[config.mk]
export PLATFORM = sky130hd
export DESIGN_NAME = rgb_led_ctrl
export DESIGN_NICKNAME = d
export VERILOG_FILES = /design/src/rtl/rgb_led_ctrl_pkg.sv /design/src/rtl/rgb_led_ctrl_sw_debounce.sv /design/src/rtl/rgb_led_ctrl.sv
export SDC_FILE = /design/constraint.sdc
export NUM_CORES = 1
export LEC_CHECK = 0
export ABC_CLOCK_PERIOD_IN_PS = 6400
export BUFFER_PORTS_ARGS = -buffer_cell sky130_fd_sc_hd__buf_2
export CAP_MARGIN = 20
export CORE_MARGIN = 2
export CORE_UTILIZATION = 58
export CTS_BUF_LIST = sky130_fd_sc_hd__clkbuf_4 sky130_fd_sc_hd__clkbuf_8
export DETAILED_ROUTE_END_ITERATION = 7
export PLACE_DENSITY_LB_ADDON = 0.15
export SLEW_MARGIN = 15
export SYNTH_ARGS = -nofsm -noshare
export SYNTH_HDL_FRONTEND = slang
export SYNTH_SLANG_ARGS = --single-unit
[constraint.sdc]
create_clock -name clk_i -period 6.4 [get_ports clk_i]
set_input_delay 0.96 -clock clk_i [delete_from_list [all_inputs] [get_ports clk_i]]
set_output_delay 0.96 -clock clk_i [all_outputs]
set_load 0.02 [all_outputs]
[src/rtl/rgb_led_ctrl_pkg.sv]
// Shared colour constants, display-mode encodings and the switch-index to colour map
// used by the RGB LED controller.
package rgb_led_ctrl_pkg;

  // {R,G,B}, 1 = lit
  localparam logic [2:0] WHITE  = 3'b111;
  localparam logic [2:0] RED    = 3'b100;
  localparam logic [2:0] GREEN  = 3'b010;
  localparam logic [2:0] YELLOW = 3'b110;
  localparam logic [2:0] OFF    = 3'b000;

  typedef enum logic [1:0] {
    MODE_STEADY = 2'b00,
    MODE_BLINK  = 2'b01,
    MODE_DIM    = 2'b10,
    MODE_OFF    = 2'b11
  } mode_e;

  function automatic logic [2:0] colour_map(input logic [1:0] idx);
    logic [2:0] c;
    case (idx)
      2'b00:   c = WHITE;
      2'b01:   c = RED;
      2'b10:   c = GREEN;
      default: c = YELLOW;
    endcase
    return c;
  endfunction

endpackage

[src/rtl/rgb_led_ctrl_sw_debounce.sv]
// Two-flop synchroniser plus stability counter for one W-bit switch field; the
// stable value only follows the input after DEB_CYCLES consecutive differing cycles.
module sw_debounce #(
  parameter int W          = 2,
  parameter int DEB_CYCLES = 1000000
) (
  input  logic         clk_i,
  input  logic         rst_i,
  input  logic [W-1:0] sw_i,
  output logic [W-1:0] stable_o
);

  localparam int CNT_W = (DEB_CYCLES > 1) ? $clog2(DEB_CYCLES) : 1;
  localparam logic [CNT_W-1:0] CNT_LAST = CNT_W'(DEB_CYCLES - 1);

  logic [W-1:0]     sync1;
  logic [W-1:0]     sync2;
  logic [W-1:0]     stable_q;
  logic [CNT_W-1:0] cnt;

  always_ff @(posedge clk_i or posedge rst_i) begin
    if (rst_i) begin
      sync1    <= '0;
      sync2    <= '0;
      stable_q <= '0;
      cnt      <= '0;
    end else begin
      sync1 <= sw_i;
      sync2 <= sync1;
      // any cycle of agreement restarts the stability window
      if (sync2 != stable_q) begin
        if (cnt == CNT_LAST) begin
          stable_q <= sync2;
          cnt      <= '0;
        end else begin
          cnt <= cnt + CNT_W'(1);
        end
      end else begin
        cnt <= '0;
      end
    end
  end

  assign stable_o = stable_q;

endmodule

[src/rtl/rgb_led_ctrl.sv]
// Multi-channel RGB LED controller: debounced per-channel colour select with a shared
// steady / blink / PWM-dim / off display mode and registered LED outputs.
module rgb_led_ctrl
  import rgb_led_ctrl_pkg::*;
#(
  parameter int NUM_CH     = 2,
  parameter int PWM_W      = 8,
  parameter int BLINK_DIV  = 25000000,
  parameter int DEB_CYCLES = 1000000
) (
  input  logic                clk_i,
  input  logic                rst_i,
  input  logic [2*NUM_CH-1:0] sw_i,
  input  logic [1:0]          mode_i,
  input  logic [PWM_W-1:0]    duty_i,
  output logic [3*NUM_CH-1:0] rgb_o
);

  localparam int BLINK_W = $clog2(BLINK_DIV);
  localparam logic [BLINK_W-1:0] BLINK_LAST = BLINK_W'(BLINK_DIV - 1);

  logic [NUM_CH-1:0][1:0] stable_idx;
  mode_e                  mode_q;
  logic [BLINK_W-1:0]     blink_cnt;
  logic                   blink_phase;
  logic [PWM_W-1:0]       pwm_cnt;
  logic [PWM_W-1:0]       duty_q;
  logic                   pwm_on;
  logic [3*NUM_CH-1:0]    rgb_d;

  for (genvar g = 0; g < NUM_CH; g++) begin : g_ch
    sw_debounce #(
      .W          (2),
      .DEB_CYCLES (DEB_CYCLES)
    ) u_deb (
      .clk_i    (clk_i),
      .rst_i    (rst_i),
      .sw_i     (sw_i[2*g +: 2]),
      .stable_o (stable_idx[g])
    );
  end

  always_ff @(posedge clk_i or posedge rst_i) begin
    if (rst_i) begin
      mode_q <= MODE_STEADY;
    end else begin
      mode_q <= mode_e'(mode_i);
    end
  end

  // entry into blink is detected on the raw input so the first visible blink cycle is on
  always_ff @(posedge clk_i or posedge rst_i) begin
    if (rst_i) begin
      blink_cnt   <= '0;
      blink_phase <= 1'b1;
    end else if (mode_e'(mode_i) == MODE_BLINK && mode_q != MODE_BLINK) begin
      blink_cnt   <= '0;
      blink_phase <= 1'b1;
    end else if (blink_cnt == BLINK_LAST) begin
      blink_cnt   <= '0;
      blink_phase <= ~blink_phase;
    end else begin
      blink_cnt <= blink_cnt + BLINK_W'(1);
    end
  end

  // duty is only reloaded at the period boundary to avoid mid-period glitches
  always_ff @(posedge clk_i or posedge rst_i) begin
    if (rst_i) begin
      pwm_cnt <= '0;
      duty_q  <= '0;
    end else begin
      pwm_cnt <= pwm_cnt + PWM_W'(1);
      if (&pwm_cnt) begin
        duty_q <= duty_i;
      end
    end
  end

  assign pwm_on = (pwm_cnt < duty_q);

  always_comb begin
    rgb_d = '0;
    for (int unsigned n = 0; n < NUM_CH; n++) begin
      case (mode_q)
        MODE_STEADY: rgb_d[3*n +: 3] = colour_map(stable_idx[n]);
        MODE_BLINK:  rgb_d[3*n +: 3] = colour_map(stable_idx[n]) & {3{blink_phase}};
        MODE_DIM:    rgb_d[3*n +: 3] = colour_map(stable_idx[n]) & {3{pwm_on}};
        MODE_OFF:    rgb_d[3*n +: 3] = OFF;
        default:     rgb_d[3*n +: 3] = OFF;
      endcase
    end
  end

  always_ff @(posedge clk_i or posedge rst_i) begin
    if (rst_i) begin
      rgb_o <= '0;
    end else begin
      rgb_o <= rgb_d;
    end
  end

endmodule

==> results of run 1 <==
[cell families after synthesis]
| logic type | Yosys count |
|---|---|
| adder cells (fa/ha/maj) | 14 |
| XOR/XNOR | 44 |
| AND/OR/NAND/NOR | 202 |
| buffers and inverters | 37 |
| AO/OA/AOI/OAI | 66 |
| multiplexers | 13 |
| flip-flops | 102 |
[cells in the final DEF (no fill, tap or decap), drive strengths merged, types with 2 or more instances in the layout]
master,n
and2,6
nand4,20
or4b,4
nand3,29
xor2,18
nor4,5
o31ai,14
a21oi,27
a2111oi,3
nor4b,6
or4,15
and3,9
inv,28
nor3,7
buf,22
or3,11
o41ai,2
nor2,45
dfrtp,101
and4,7
ha,14
nand2,30
nor2b,2
a221oi,4
clkbuf,10
o21ai,14
xnor2,26
mux2,12
[stage by stage]
stage               power (mW)  cells  setup slack, ns
finish                   1.231    609            4.175
global route             1.287    609            4.021
CTS                      1.242    609            4.137
detailed placement      0.8304    593            4.108
global placement        0.8249    593            4.147
floorplan               0.7973    478            2.766
[area by class of cell]
cell class	instances	area share, %
clock buffers	10	2.457
clock inverters	6	1.287
inverters	25	1.802
multi-input cells	339	42.05
flip-flops and latches	102	47.77
well taps	105	2.457
repair buffers	22	2.176
[cell usage after synthesis]
library cell  instances  area share [%]
mux2_2               12             2.7
nor4bb_1              1            0.20
inv_1                25             1.9
o21ai_2               1            0.18
nand4_1              20             2.5
and4_1                7             1.2
a21o_1                1            0.15
nor4b_1               6             1.1
o21ai_0              12             1.2
and3_1                9             1.1
or4b_1                4            0.81
a221oi_1              4            0.71
o31ai_4               1            0.43
dfrtp_1             101              51
a31o_2                1            0.18
mux2i_1               1            0.20
o21ai_1               1            0.10
nor4_1                5            0.63
nand3_2               2            0.41
ha_1                 14             3.5
nor3_1                7            0.71
a2111oi_0             3            0.53
o41ai_1               2            0.35
xor2_1               18             3.2
clkbuf_1              8            0.61
nor3b_1               1            0.15
or2_1                 1            0.13
nand3b_1              1            0.15
nand2b_1              1            0.13
and2_1                6            0.76
or4_1                15             2.3
nor2_1               45             3.4
or3b_2                1            0.18
nand2_1              30             2.3
nor2b_1               2            0.25
a21oi_1              27             2.7
dfstp_2               1            0.53
o31ai_1              13             2.0
xnor2_1              26             4.6
nand3_1              27             2.7
buf_2                 4            0.41
or3_1                11             1.4
[power breakdown]
part	internal [mW]	switching (mW)
registers	0.679	0.0344
logic	0.0406	0.0613
clock network	0.189	0.226
[metal layers]
layer	share of wire (%)	track usage [%]	vias to the layer above
li1	-	-	1761
met4	1.7	6.808	0
met5	0	0	-
met3	3.7	4.699	19
met1	47	29.53	1789
met2	48	35.71	71
[critical path: stages, from the launching register on]
cell     delay, ns
dfrtp_1       0.42
ha_1          0.22
nand2_1       0.12
or4_1         0.56
o21ai_2       0.63
nor2_1        0.13
[final timing paths]
kind / from / to / slack [ns] / cells past startpoint
worst max-delay path: g_ch[0].u_deb.cnt[0] / g_ch[0].u_deb.cnt[12] / 4.18 / 5
worst min-delay path: g_ch[0].u_deb.sync1[1] / g_ch[0].u_deb.sync2[1] / 0.36 / 0
worst max register to register: g_ch[0].u_deb.cnt[0] / g_ch[0].u_deb.cnt[12] / 4.18 / 5
worst min register to register: g_ch[0].u_deb.sync1[1] / g_ch[0].u_deb.sync2[1] / 0.36 / 0
max in group asynchronous: rst_i / g_ch[0].u_deb.cnt[11] / 4.89 / 3
min in group asynchronous: rst_i / g_ch[1].u_deb.sync1[1] / 0.51 / 2
[state kept, by name, summed over array words and instances, names as in the netlist]
| register | cells |
|---|---|
| blink_cnt | 25 |
| rgb_o | 6 |
| duty_q | 8 |
| g_ch.u_deb.cnt | 40 |
| g_ch.u_deb.stable_o | 4 |
| g_ch.u_deb.sync1 | 4 |
| mode_q | 2 |
| pwm_cnt | 8 |
| g_ch.u_deb.sync2 | 4 |
| blink_phase | 1 |
==> impl_metrics.env, run 1 <==
export IMPL_finalSetupViolCount=0
export IMPL_layout_drive_gt1_share_pct=11.71
export IMPL_slew_headroom_pct=35.79
export IMPL_start_util_pct=59.85
export IMPL_yosys_warnings=0
export IMPL_grt_util_all_layers_pct=21.93
export IMPL_port_buffers=21
export IMPL_fin_area_um2=5346
export IMPL_fillCellCount=698
export IMPL_drt_iter0_drc=119
export IMPL_fin_skew_ns=0.01260
export IMPL_wl_per_cell_um=14.97
export IMPL_peakVddDrop_mv=0.1159
export IMPL_clk_transition_reported_paths_ns=0.10
export IMPL_cts_path_max_buffers=2
export IMPL_grt_max_degree=87
export IMPL_outcome="finished clean"
export IMPL_yosys_area_share_simple_pct=22.58
export IMPL_cp_required_ns=6.61
export IMPL_wirelength_um=9115
export IMPL_utilization_pct=64.74
export IMPL_crit_path_end_kind="flip-flop"
export IMPL_multi_input_area_um2=2248
export IMPL_cts_hold_buffers=0
export IMPL_cts_sinks=102
export IMPL_dieArea_um2=9276
export IMPL_crit_type="reg2reg"
export IMPL_rsz0062_at_grt="no"
export IMPL_ys_ff_latch=102
export IMPL_dpl_instance_area_um2=5142
export IMPL_die_w_um=96.31
export IMPL_row_count=33
export IMPL_grt_pass1_wl_um=16050
export IMPL_ys_seq_area_share_pct=51.67
export IMPL_h_tree_depth=3
export IMPL_core_um2=8258
export IMPL_nets=529
export IMPL_antenna_left=0
export IMPL_report_final_slew_viol_count=0
export IMPL_p_leak_nw=2.242
export IMPL_antenna_found_initial=0
export IMPL_worst_slew_pin_slew_ns=0.9630
export IMPL_p_per_area_nw_per_um2=230.3
export IMPL_hpwl_um=6282
export IMPL_max_cap_violations=0
export IMPL_grt_pass1_vias=3565
export IMPL_yosysUniqueCellTypes=42
export IMPL_synth_mux_area_share_pct=2.937
export IMPL_finalHoldViolCount=0
export IMPL_gp_congestion=0.8709
export IMPL_crit_fanout=19
export IMPL_grt_ovfl_total=0
export IMPL_synthCells=478
export IMPL_postSynthAreaPerCell_um2=10.34
export IMPL_area_delta_synth_final_pct=8.177
export IMPL_cts_tree="built"
export IMPL_cts_root_buf="clkbuf_8"
export IMPL_crit_arrival_ns=2.44
export IMPL_drc_errors=0
export IMPL_clk_latency_ns=0.36
export IMPL_synth_compound_area_share_pct=8.557
export IMPL_synth_xor_area_share_pct=7.797
export IMPL_cts_resized=0
export IMPL_viasPerCell=5.977
export IMPL_start_kind="flip-flop"
export IMPL_synth_area_um2=4942
export IMPL_drt_pass1_iter_count=4
export IMPL_hold_class="reg2reg"
export IMPL_synth_top_family_by_area="simple AND/OR/NAND/NOR gates"
export IMPL_io_pins=22
export IMPL_fmax_ghz=0.4495
export IMPL_cts_setup_buffers=0
export IMPL_finalCriticalPeriod_ns=2.225
export IMPL_register_area_um2=2554
export IMPL_diodes=0
export IMPL_fin_crit_sh_pct=34.76
export IMPL_die_height_um=96.31
export IMPL_route_vias_total=3640
export IMPL_syn_nets=508
export IMPL_synth_adder_area_share_pct=3.544
export IMPL_fin_setup_tns_ns=0
export IMPL_hold_ws_ns=0.3622
export IMPL_cts_made_buffers=9
Note: power is estimated with default switching activity, not from simulation.
==> run 2: changes to the inputs <==
--- a/config.mk
+++ b/config.mk
@@ -5,7 +5,7 @@
 export SDC_FILE = /design/constraint.sdc
 export NUM_CORES = 1
 export LEC_CHECK = 0
-export ABC_CLOCK_PERIOD_IN_PS = 6400
+export ABC_CLOCK_PERIOD_IN_PS = 2150
 export BUFFER_PORTS_ARGS = -buffer_cell sky130_fd_sc_hd__buf_2
 export CAP_MARGIN = 20
 export CORE_MARGIN = 2
==> constraint.sdc (replaced) <==
create_clock -name clk_i -period 2.15 [get_ports clk_i]
set_input_delay 0.3225 -clock clk_i [delete_from_list [all_inputs] [get_ports clk_i]]
set_output_delay 0.3225 -clock clk_i [all_outputs]
set_load 0.02 [all_outputs]
==> impl_metrics.env, run 2 (synthesis gave the netlist of run 1 again) <==
export IMPL_dieArea_um2=9276
export IMPL_rsz0062_at_grt="no"
export IMPL_die_height_um=96.31
export IMPL_finalCriticalPeriod_ns=2.044
export IMPL_max_cap_violations=0
export IMPL_crit_fanout=5
export IMPL_slew_headroom_pct=67.90
export IMPL_crit_type="reg2reg"
export IMPL_final_cell_mix="101 x dfrtp_1, 45 x nor2_1, 30 x nand2_1, 27 x a21oi_1, 27 x nand3_1"
export IMPL_crit_arrival_ns=2.30
export IMPL_cp_startpoint="g_ch[0].u_deb.cnt[0]"
export IMPL_port_buffers=21
export IMPL_fillCellCount=650
export IMPL_grt_ovfl_total=0
export IMPL_cts_sinks=102
export IMPL_diodes=0
export IMPL_p_per_area_nw_per_um2=655.6
export IMPL_register_area_um2=2554
export IMPL_peakVddDrop_mv=0.5717
export IMPL_top_layer="met4"
export IMPL_total_power_mw=3.564
export IMPL_nets=540
export IMPL_area_delta_synth_final_pct=10.00
export IMPL_drt_pass1_iter_count=4
export IMPL_grt_pass1_wl_um=15990
export IMPL_h_tree_depth=3
export IMPL_worst_slew_pin_slew_ns=0.4815
export IMPL_largest_reg_flops=40
export IMPL_cts_tree="built"
export IMPL_fmax_ghz=0.4893
export IMPL_dr_wl_met2_um=4322
export IMPL_multi_input_area_um2=2256
export IMPL_fin_crit_sh_pct=95.06
export IMPL_outcome="finished clean"
export IMPL_cts_path_max_buffers=2
export IMPL_grt_max_degree=87
export IMPL_crit_path_end_kind="flip-flop"
export IMPL_reg_top3="g_ch.u_deb.cnt: 40 flops, blink_cnt: 25 flops"
export IMPL_cts_root_buf="clkbuf_8"
export IMPL_hold_class="in2reg"
export IMPL_wirelength_um=9037
export IMPL_regMostFlops="g_ch.u_deb.cnt"
export IMPL_finalSetupViolCount=0
export IMPL_start_util_pct=59.85
export IMPL_drc_errors=0
export IMPL_wirelength_met1_um=4329
export IMPL_row_count=33
export IMPL_core_um2=8258
export IMPL_finalHoldViolCount=0
export IMPL_report_final_slew_viol_count=0
export IMPL_cp_required_ns=2.41
export IMPL_layout_drive_gt1_share_pct=13.79
export IMPL_start_kind="flip-flop"
export IMPL_fin_skew_ns=0.007245
export IMPL_worstReg2RegStart="g_ch[0].u_deb.cnt[0]"
export IMPL_p_leak_nw=2.288
export IMPL_grt_pass1_vias=3515
export IMPL_r2r_end="g_ch[0].u_deb.stable_o[1]"
export IMPL_drt_iter0_drc=173
export IMPL_gp_congestion=0.8533
export IMPL_hpwl_um=6331
export IMPL_r2r_slack_ns=0.11
export IMPL_final_common_cell="dfrtp_1"
export IMPL_viasPerCell=5.816
export IMPL_clk_latency_ns=0.37
export IMPL_r2r_cells=5
export IMPL_die_w_um=96.31
export IMPL_wl_met3_um=260
export IMPL_clk_transition_reported_paths_ns=0.09
export IMPL_grt_util_all_layers_pct=22.11
export IMPL_cp_endpoint="g_ch[0].u_deb.stable_o[1]"
export IMPL_io_pins=22
export IMPL_antenna_left=0
export IMPL_cts_made_buffers=9
export IMPL_route_vias_total=3606
export IMPL_fin_setup_tns_ns=0
export IMPL_wl_per_cell_um=14.58
export IMPL_antenna_found_initial=0
## run 2: final cells by class
cell class              instances  share of cell area, %
clock buffers                  10                  2.417
flip-flops and latches        102                  46.97
inverters                      25                  1.795
clock inverters                 6                 0.8055
repair buffers                 33                  4.097
multi-input cells             339                  41.50
well taps                     105                  2.417
## run 2: worst min-delay path by stage
stage / slack, ns / end / startpoint / cells past startpoint
3_3_place_gp: 0.33 / g_ch[1].u_deb.sync1[1] / rst_i / 2
4_1_cts: 0.05 / g_ch[0].u_deb.sync1[0] / sw_i[0] / 1
6_report: 0.06 / g_ch[0].u_deb.sync1[0] / sw_i[0] / 1
5_1_grt: 0.04 / g_ch[0].u_deb.sync1[0] / sw_i[0] / 1
2_1_floorplan: 0.33 / g_ch[0].u_deb.sync2[0] / g_ch[0].u_deb.sync1[0] / 0
3_5_place_dp: 0.33 / g_ch[1].u_deb.sync1[1] / rst_i / 2
## run 2: metrics by stage
stage                     utilization [%]  setup slack [ns]  hold slack [ns]  cell area, um^2  cells
after global placement              63.36            0.1633           0.3298             5233    602
final                               65.83            0.1063          0.05579             5436    620
after detailed placement            63.36           0.08416           0.3334             5233    602
after CTS                           65.61           0.07001          0.04638             5418    619
after global routing                65.83          0.007141          0.03632             5436    620
after floorplan                         -            0.1687           0.3312             4946    478
## run 2: critical path: stages, from the launching register on
cell	delay, ns
dfrtp_1	0.42
ha_2	0.23
nand2_1	0.12
or4_1	0.59
or2_1	0.30
mux2_2	0.28
## run 2: report_power, final
group / internal [mW] / switching, mW / total, mW
clock: 0.443 / 0.669 / 1.11
combinational: 0.138 / 0.186 / 0.324
sequential: 2.02 / 0.106 / 2.13
## run 2: per-layer routing
metal  global-route usage [%]  vias to the layer above
met4                    6.808                        0
li1                         -                     1784
met5                        0                        -
met2                    36.17                       50
met3                    4.699                       11
met1                    29.67                     1761
## run 2: repair_timing
| item | in CTS | in global routing |
|---|---|---|
| buffers inserted | 0 | 1 |
| hold endpoints to repair | 16 | 0 |
| setup endpoints to repair | 0 | 6 |
| resized for setup | 0 | 4 |
| hold buffers | 1 | 0 |
